--- config.mk ---
export PLATFORM = sky130hd
export DESIGN_NAME = hwpe_stream_upsizer
export DESIGN_NICKNAME = d
export VERILOG_FILES = /design/src/rtl/hwpe_stream_upsizer.sv
export SDC_FILE = /design/constraint.sdc
export NUM_CORES = 1
export LEC_CHECK = 0
export ABC_AREA = 1
export CAP_MARGIN = 20
export CORE_MARGIN = 4
export CORE_UTILIZATION = 40
export CTS_BUF_LIST = sky130_fd_sc_hd__clkbuf_4
export DETAILED_ROUTE_END_ITERATION = 16
export SYNTH_ARGS = -nofsm -noshare
export SYNTH_HDL_FRONTEND = slang
export SYNTH_SLANG_ARGS = --single-unit
--- constraint.sdc ---
create_clock -name clk_i -period 1.8 [get_ports clk_i]
set_input_delay 0.27 -clock clk_i [delete_from_list [all_inputs] [get_ports clk_i]]
set_output_delay 0.27 -clock clk_i [all_outputs]
set_load 0.02 [all_outputs]
--- src/rtl/hwpe_stream_upsizer.sv ---
// Packs RATIO narrow HWPE stream beats into one wide beat (lane 0 = LSBs).
// Optional partial-word flush port enabled by HWPE_STREAM_UPSIZER_FLUSH_EN.
module hwpe_stream_upsizer #(
  parameter int unsigned IN_WIDTH = 32,
  parameter int unsigned RATIO    = 4
) (
  input  logic                           clk_i,
  input  logic                           rst_ni,
  input  logic                           clear_i,
`ifdef HWPE_STREAM_UPSIZER_FLUSH_EN
  input  logic                           flush_i,
`endif
  input  logic                           in_valid_i,
  output logic                           in_ready_o,
  input  logic [IN_WIDTH-1:0]            in_data_i,
  input  logic [IN_WIDTH/8-1:0]          in_strb_i,
  output logic                           out_valid_o,
  input  logic                           out_ready_i,
  output logic [IN_WIDTH*RATIO-1:0]      out_data_o,
  output logic [IN_WIDTH*RATIO/8-1:0]    out_strb_o,
  output logic [$clog2(RATIO)-1:0]       lane_cnt_o
);

  localparam int unsigned STRB_W      = IN_WIDTH / 8;
  localparam int unsigned OUT_WIDTH   = IN_WIDTH * RATIO;
  localparam int unsigned OUT_STRB_W  = OUT_WIDTH / 8;
  localparam int unsigned CNT_W       = $clog2(RATIO);
  localparam int unsigned LANE_W      = (RATIO - 1) * IN_WIDTH;
  localparam int unsigned LANE_STRB_W = (RATIO - 1) * STRB_W;
  localparam logic [CNT_W-1:0] LAST_LANE = CNT_W'(RATIO - 1);

  logic [LANE_W-1:0]      lane_data_p0;
  logic [LANE_STRB_W-1:0] lane_strb_p0;
  logic [CNT_W-1:0]       cnt_p0;
  logic                   vld_p1;
  logic [OUT_WIDTH-1:0]   out_data_p1;
  logic [OUT_STRB_W-1:0]  out_strb_p1;

  logic last_lane;
  logic out_free;
  logic in_hs;
  logic out_hs;
  logic load_full;

  assign last_lane = (cnt_p0 == LAST_LANE);
  assign out_free  = !vld_p1 || out_ready_i;
  assign in_hs     = in_valid_i && in_ready_o;
  assign out_hs    = vld_p1 && out_ready_i;
  assign load_full = in_hs && last_lane;

`ifdef HWPE_STREAM_UPSIZER_FLUSH_EN
  logic                  flush_pending_p0;
  logic                  flush_fire;
  logic                  flush_emit;
  logic [OUT_WIDTH-1:0]  part_data;
  logic [OUT_STRB_W-1:0] part_strb;

  assign flush_fire = flush_pending_p0 && out_free;
  assign flush_emit = flush_fire && (cnt_p0 != '0);
  // Only the cnt lanes filled so far survive; the rest read as zero data/strobes.
  always_comb begin
    part_data = '0;
    part_strb = '0;
    for (int k = 0; k < int'(RATIO) - 1; k++) begin
      if (CNT_W'(k) < cnt_p0) begin
        part_data[k*IN_WIDTH +: IN_WIDTH] = lane_data_p0[k*IN_WIDTH +: IN_WIDTH];
        part_strb[k*STRB_W +: STRB_W]     = lane_strb_p0[k*STRB_W +: STRB_W];
      end
    end
  end

  assign in_ready_o = !flush_pending_p0 && (!last_lane || out_free);
`else
  assign in_ready_o = !last_lane || out_free;
`endif

  // Stage p0: lane staging and counter; stage p1: wide output register.
  always_ff @(posedge clk_i or negedge rst_ni) begin
    if (!rst_ni) begin
      lane_data_p0 <= '0;
      lane_strb_p0 <= '0;
      cnt_p0       <= '0;
      vld_p1       <= 1'b0;
      out_data_p1  <= '0;
      out_strb_p1  <= '0;
`ifdef HWPE_STREAM_UPSIZER_FLUSH_EN
      flush_pending_p0 <= 1'b0;
`endif
    end else if (clear_i) begin
      lane_data_p0 <= '0;
      lane_strb_p0 <= '0;
      cnt_p0       <= '0;
      vld_p1       <= 1'b0;
      out_data_p1  <= '0;
      out_strb_p1  <= '0;
`ifdef HWPE_STREAM_UPSIZER_FLUSH_EN
      flush_pending_p0 <= 1'b0;
`endif
    end else begin
      if (in_hs) begin
        if (last_lane) begin
          cnt_p0 <= '0;
        end else begin
          cnt_p0 <= cnt_p0 + 1'b1;
          for (int k = 0; k < int'(RATIO) - 1; k++) begin
            if (cnt_p0 == CNT_W'(k)) begin
              lane_data_p0[k*IN_WIDTH +: IN_WIDTH] <= in_data_i;
              lane_strb_p0[k*STRB_W +: STRB_W]     <= in_strb_i;
            end
          end
        end
      end
`ifdef HWPE_STREAM_UPSIZER_FLUSH_EN
      // A beat accepted alongside flush_i is staged first; the flush acts next cycle.
      flush_pending_p0 <= flush_i || (flush_pending_p0 && !out_free);
      if (flush_fire) begin
        cnt_p0 <= '0;
      end
`endif
      if (load_full) begin
        vld_p1      <= 1'b1;
        out_data_p1 <= {in_data_i, lane_data_p0};
        out_strb_p1 <= {in_strb_i, lane_strb_p0};
      end
`ifdef HWPE_STREAM_UPSIZER_FLUSH_EN
      else if (flush_emit) begin
        vld_p1      <= 1'b1;
        out_data_p1 <= part_data;
        out_strb_p1 <= part_strb;
      end
`endif
      else if (out_hs) begin
        vld_p1 <= 1'b0;
      end
    end
  end

  assign out_valid_o = vld_p1;
  assign out_data_o  = out_data_p1;
  assign out_strb_o  = out_strb_p1;
  assign lane_cnt_o  = cnt_p0;

endmodule

==> results of run 1 <==
==> synth_stat cells <==
master,count
ha_1,4
inv_1,39
nand3_2,1
buf_4,23
nand4_1,146
buf_6,6
nor2_4,1
nand2_1,363
buf_2,66
nand2_4,1
inv_4,1
a21oi_1,1
buf_1,8
nand3_4,3
inv_2,1
nor2_1,36
dfrtp_1,255
clkbuf_1,11
nand2_2,3
nand3_1,255
==> timing repair <==
item / CTS / global route
pin swaps: 0 / 1
setup buffers: 0 / 1
endpoints found under the hold margin: 256 / 0
gates resized for setup: 157 / 2
setup endpoints to repair: 148 / 1
hold buffers: 2 / 0
==> final cells by class <==
cell class,instances,area [um^2],area share (%)
flip-flops and latches,255,6380,45.5
multi-input cells,814,3880,27.7
repair buffers,233,2300,16.4
clock buffers,111,833,5.94
well taps,341,427,3.04
inverters,41,164,1.17
clock inverters,10,37.5,0.268
diodes,2,5.00,0.0357
==> flip-flops by register name, summed over array words and instances (netlist names) <==
register and cells:
lane_cnt_o 2, out_data_o 128, out_valid_o 1, lane_data_p0 96, out_strb_o 16, lane_strb_p0 12
==> logic make-up after synthesis <==
group                      share of synthesized area, %
buffers and inverters                              7.24
AOI/OAI and AO/OA                                0.0453
adders and majority gates                         0.454
DFF                                                57.9
and+or+nand+nor                                    34.4
==> worst min path at each step <==
stage,end,startpoint,slack (ns)
2_1_floorplan,lane_cnt_o[0],rst_ni,-0.03
3_3_place_gp,out_data_o[123],rst_ni,0.18
3_5_place_dp,out_data_o[123],rst_ni,0.19
4_1_cts,out_valid_o,clear_i,0.05
5_1_grt,out_valid_o,clear_i,0.07
6_report,out_valid_o,clear_i,0.11
==> per-layer routing <==
layer / GRT usage, % / wire length (um)
met3: 5.57 / 2400
met4: 6.37 / 546
met1: 32.4 / 15600
met2: 32.6 / 15200
met5: 0 / 13
==> metrics by stage <==
| stage | power, uW | hold WS [ns] | util [%] | area, um^2 | cells |
|---|---|---|---|---|---|
| CTS | 12500 | 0.0464 | 51.9 | 14000 | 1804 |
| detailed placement | 7310 | 0.187 | 49.2 | 13300 | 1681 |
| global placement | 7290 | 0.183 | 49.2 | 13300 | 1681 |
| global route | 13000 | 0.0662 | 51.9 | 14000 | 1807 |
| floorplan | 6760 | -0.0256 | - | 11000 | 1224 |
| finish | 12400 | 0.105 | 51.9 | 14000 | 1807 |
==> worst reg2reg max path, cell delays in order, from the launching register on <==
cell and delay, ns:
dfrtp_1 0.40, ha_4 0.18, buf_4 0.12, inv_4 0.06, nor2_4 0.16, buf_12 0.26
buf_12 0.19, nand4_1 0.13, nand2_1 0.10
==> power by group <==
group	total, uW	switching, uW	internal (uW)
logic	1080	734	348
registers	6110	143	5970
clock network	5180	2400	2780
total	12400	3280	9100
==> out/qor.csv, run 1 <==
stage,metric,value,unit
critical_path,slowest_delay,0.41,ns
critical_path,arrival,1.46,ns
timing,setup_slack,0.0739,ns
timing,finalSetupViolCount,0,
timing,worst_pin_slew,0.604,ns
floorplan,start_util,40.8,%
synthesis,netlist_top_cells_area,"dfrtp_1 58%, nand2_1 12%, nand3_1 12%",
global_routing,grt.total_usage,22.1,%
global_routing,first_global_vias,9694,
synthesis,syn_area_per_cell,9.01,um^2
layout,mostFrequentLayoutCells,"363 x nand2_1, 255 x dfrtp_1, 254 x nand3_1, 146 x nand4_1, 145 x dlygate4sd2_1",
critical_path,end_kind,primary output,
worst_hold_path,hold_depth,2,
timing,skew,0.0327,ns
critical_path,rr_endpoint,out_data_o[76],
critical_path,cpMaxStageDelayCell,dfrtp_1,
synthesis,yosys.area.top_type,dfrtp_1,
critical_path,startpoint,lane_cnt_o[1],
synthesis,synth_area,11000,um^2
timing,fin_crit_sh,95.9,%
cts,clock_path_buffers,3,
critical_path,path_cells,ha_4 -> nand3_4 -> buf_4,
floorplan,fp.dieW,174,um
synthesis,syn_inst,1224,
routing,routedWlPerCell,18.7,um
critical_path,reg2regPathDepth,8,
routing,drcViolationCount,0,
cts,clock-sinks,255,
run,max_cap_violations,0,
floorplan,rows,60,
timing,hold_violations,0,
global_routing,antenna_found_initial,2,
timing,clock.fmax,579,MHz
critical_path,critical_path_class,reg -> out,
placed_design,port_buffers,188,
cts,cts.clk_slew.worst_paths,0.07,ns
placed_design,gp_congestion,0.807,
critical_path,critPathTopFamily,flip-flops,
floorplan,io_pins,189,
cts,cts_tree,done,
placed_design,dp_hpwl,21300,um
critical_path,worstSetupStartpointType,flip-flop,
critical_path,endpoint,in_ready_o,
layout,fillers,2646,
synthesis,ys_types,20,
timing,drv_slew,0,
synthesis,yosysSeqAreaShare,57.9,%
synthesis,synth-seq-cells,255,
layout,syn2layout_area_growth,27.2,%
timing,period_needed,1.73,ns
cts,root_buffer,clkbuf_4,
cts,clock_latency,0.64,ns
pwr,power_leakage,0.00811,uW
routing,drt_iter0_drc,733,
floorplan,dieArea,30300,um^2
timing,tns,0,ns
cts,cts_made_buffers,70,
routing,avgViaCountPerCell,5.40,
global_routing,overflow,0,
global_routing,grt_start_max_net_pins,120,
global_routing,grt_pass1_wl,54600,um
routing,routed-via-count,9757,
synthesis,syn_nets,1269,
status,status,finished clean,
cts,h-tree-depth,3,
synthesis,yosys_warnings,0,
critical_path,required,1.53,ns
layout,drive_gt1_share,12.1,%
critical_path,path_buf_inv,1,
timing,slew_headroom,59.8,%
placed_design,pre_cts_slack,0.0446,ns
floorplan,core,27000,um^2
critical_path,r2r_start,lane_cnt_o[1],
worst_hold_path,hold_path_class,in -> reg,
routing,wl,33700,um
routing,firstDrtPassIters,5,
critical_path,r2r_slack,0.12,ns
layout,nNetsFinal,1460,
pwr,peakVddDrop,0.376,mV
pwr,p_per_area,882,nW/um^2
critical_path,crit_path_max_fanout,3,
synthesis,synth_top_area_share,57.9,%
critical_path,cp.depth,3,
layout,layout_commonest_cell,nand2_1,
routing,route.antenna.remaining_nets,0,
floorplan,die_h,174,um
No activity file was read; power rests on OpenSTA's default activity.
==> run 2: changes to the inputs <==
--- a/config.mk
+++ b/config.mk
@@ -6,7 +6,7 @@
 export NUM_CORES = 1
 export LEC_CHECK = 0
 export ABC_AREA = 1
-export CAP_MARGIN = 20
+export CAP_MARGIN = 40
 export CORE_MARGIN = 4
 export CORE_UTILIZATION = 40
 export CTS_BUF_LIST = sky130_fd_sc_hd__clkbuf_4
==> results of run 2 <==
Same layout as run 1: the final DEF is identical, and so are final timing and power.
==> run 3: changes to the inputs <==
--- a/config.mk
+++ b/config.mk
@@ -11,6 +11,7 @@
 export CORE_UTILIZATION = 40
 export CTS_BUF_LIST = sky130_fd_sc_hd__clkbuf_4
 export DETAILED_ROUTE_END_ITERATION = 16
+export MAX_ROUTING_LAYER = met4
 export SYNTH_ARGS = -nofsm -noshare
 export SYNTH_HDL_FRONTEND = slang
 export SYNTH_SLANG_ARGS = --single-unit
==> run 3 against run 2 <==
Net effect:
- wire length decreased by 0.15%
- combinational power hardly changed
- worst setup slack improved by 0.0045 ns
- clock power about the same
- hold slack got worse by 0.0045 ns
- count of clock-buffer cells in the layout unchanged
- die area stayed put
- largest cell class unchanged
==> out/qor.csv, run 3 (synthesized netlist as in run 1, its figures left out) <==
stage,metric,value,unit,change
status,status,finished clean,,
layout,fillers,2645,,-0.038%
routing,drcViolationCount,0,,unchanged
cts,clock_path_buffers,3,,unchanged
floorplan,dieArea,30300,um^2,unchanged
global_routing,antenna_found_initial,2,,unchanged
global_routing,grt_pass1_wl,54600,um,+0.11%
critical_path,critical_path_class,reg -> out,,
pwr,p_sw,3270,uW,about the same
layout,nNetsFinal,1460,,unchanged
pwr,peakVddDrop,0.376,mV,about the same
critical_path,arrival,1.45,ns,about the same
cts,clock_latency,0.63,ns,about the same
timing,worst_hold_slack,0.101,ns,-0.00452 ns
cts,clock-sinks,255,,unchanged
global_routing,grt_start_max_net_pins,120,,unchanged
worst_hold_path,hold_depth,2,,unchanged
timing,skew,0.0318,ns,-0.000976 ns
worst_hold_path,hp-start,clear_i,,
cts,cts_made_buffers,70,,unchanged
worst_hold_path,hold_path_class,in -> reg,,
routing,wl,33700,um,-0.15%
floorplan,rows,60,,unchanged
critical_path,rr_endpoint,out_data_o[76],,
routing,firstDrtPassIters,7,,+2
global_routing,grt.total_usage,22.8,%,+0.69 points
run,max_cap_violations,0,,unchanged
critical_path,end_kind,primary output,,
floorplan,die_h,174,um,unchanged
timing,drv_slew,0,,unchanged
pwr,total_power,12400,uW,about the same
global_routing,overflow,0,,unchanged
layout,finalCoreUtilization,51.9,%,unchanged
critical_path,worstSetupStartpointType,flip-flop,,
floorplan,core,27000,um^2,unchanged
cts,h-tree-depth,3,,unchanged
timing,setup_slack,0.0784,ns,+0.00450 ns
timing,period_needed,1.72,ns,-0.00450 ns
timing,fin_crit_sh,95.6,%,-0.25 points
cts,root_buffer,clkbuf_4,,
placed_design,pre_cts_slack,0.0446,ns,unchanged
layout,drive_gt1_share,12.1,%,unchanged
timing,worst_pin_slew,0.585,ns,-0.0186 ns
layout,mostFrequentLayoutCells,"363 x nand2_1, 255 x dfrtp_1, 254 x nand3_1, 146 x nand4_1, 145 x dlygate4sd2_1",,
layout,layout_commonest_cell,nand2_1,,
worst_hold_path,holdPathEnd,out_valid_o,,
layout,syn2layout_area_growth,27.2,%,unchanged
pwr,pwr-share-seq,49.4,%,about the same
pwr,swShare,26.5,%,about the same
pwr,combPwrFrac,8.7,%,about the same
layout,multi_input_area,3880,um^2,unchanged
floorplan,io_pins,189,,unchanged
layout,stdcell_area,14000,um^2,unchanged
critical_path,reg2regPathDepth,8,,unchanged
timing,finalSetupViolCount,0,,unchanged
timing,hold_violations,0,,unchanged
pwr,p_per_area,882,nW/um^2,about the same
placed_design,port_buffers,188,,unchanged
routing,route.antenna.remaining_nets,0,,unchanged
placed_design,detailed_place.area,13300,um^2,unchanged
cts,cts.clk_slew.worst_paths,0.06,ns,about the same
pwr,power_leakage,0.00811,uW,unchanged
cts,cts_tree,done,,
critical_path,r2r_start,lane_cnt_o[1],,
floorplan,start_util,40.8,%,unchanged
timing,clock.fmax,581,MHz,+0.26%
routing,routedWlPerCell,18.6,um,-0.15%
placed_design,dp_hpwl,21300,um,unchanged
pwr,intPower,9100,uW,about the same
critical_path,r2r_slack,0.13,ns,about the same
placed_design,gp_congestion,0.818,,+1.5%
critical_path,crit_path_max_fanout,3,,unchanged
layout,seqCellArea,6380,um^2,unchanged
pwr,p_clk_share,41.9,%,about the same
global_routing,first_global_vias,9692,,-0.021%
routing,drt_iter0_drc,725,,-1.1%
routing,routed-via-count,9713,,-0.45%
floorplan,fp.dieW,174,um,unchanged
layout,largest_register_ffs,128,,unchanged
critical_path,required,1.53,ns,about the same
routing,avgViaCountPerCell,5.38,,-0.45%
timing,slew_headroom,61.0,%,+1.2 points
-- run 3: cell counts in the layout (fill, tap and decap cells not counted) --
No cell type changed its count.
-- run 3: power by group through the flow --
stage               combinational, uW  sequential, uW  clock (uW)
floorplan                         560            6200           0
global placement                 1090            6210           0
detailed placement               1100            6210           0
CTS                              1090            6110        5340
global route                     1200            6130        5640
finish                           1080            6110        5180
-- run 3: through the flow --
stage	std cells	setup TNS (ns)
2_1_floorplan	1224	0
3_3_place_gp	1681	0
3_5_place_dp	1681	0
4_1_cts	1804	-0.0203
5_1_grt	1807	-0.000186
6_report	1807	0
-- run 3: worst max-delay path by stage --
stage	from	endpoint	slack (ns)
2_1_floorplan	lane_cnt_o[0]	out_data_o[76]	0.25
3_3_place_gp	out_ready_i	in_ready_o	0.06
3_5_place_dp	out_ready_i	out_data_o[100]	0.04
4_1_cts	lane_cnt_o[1]	in_ready_o	-0.02
5_1_grt	lane_cnt_o[1]	in_ready_o	-0.0002
6_report	lane_cnt_o[1]	in_ready_o	0.08
-- run 3: timing repair --
action / CTS / global route
setup endpoints to repair: 148 / 1
gates resized for setup: 157 / 2
setup buffers: 0 / 1
hold buffers: 2 / 0
pin swaps: 0 / 1
hold endpoints to repair: 256 / 0
-- run 3: routing by layer --
layer  up-vias  routed length (um)  track usage, %
li1       4571                   -               -
met1      4746               15700            32.8
met2       356               14900            32.5
met3        40                2490            5.31
met4         0                 544            6.37
met5         -                   0               -
-- run 3: cell type report --
class                           instances  area share (%)
Clock buffer                          111            5.94
Timing Repair Buffer                  233            16.4
Antenna cell                            2          0.0357
Multi-Input combinational cell        814            27.7
Sequential cell                       255            45.5
Clock inverter                         10           0.268
Tap cell                              341            3.04
Inverter                               41            1.17
-- run 3: worst max-delay path, cell delays in order (launching register included) --
cell,delay [ns]
dfrtp_1,0.41
ha_4,0.19
nand3_4,0.07
buf_4,0.14
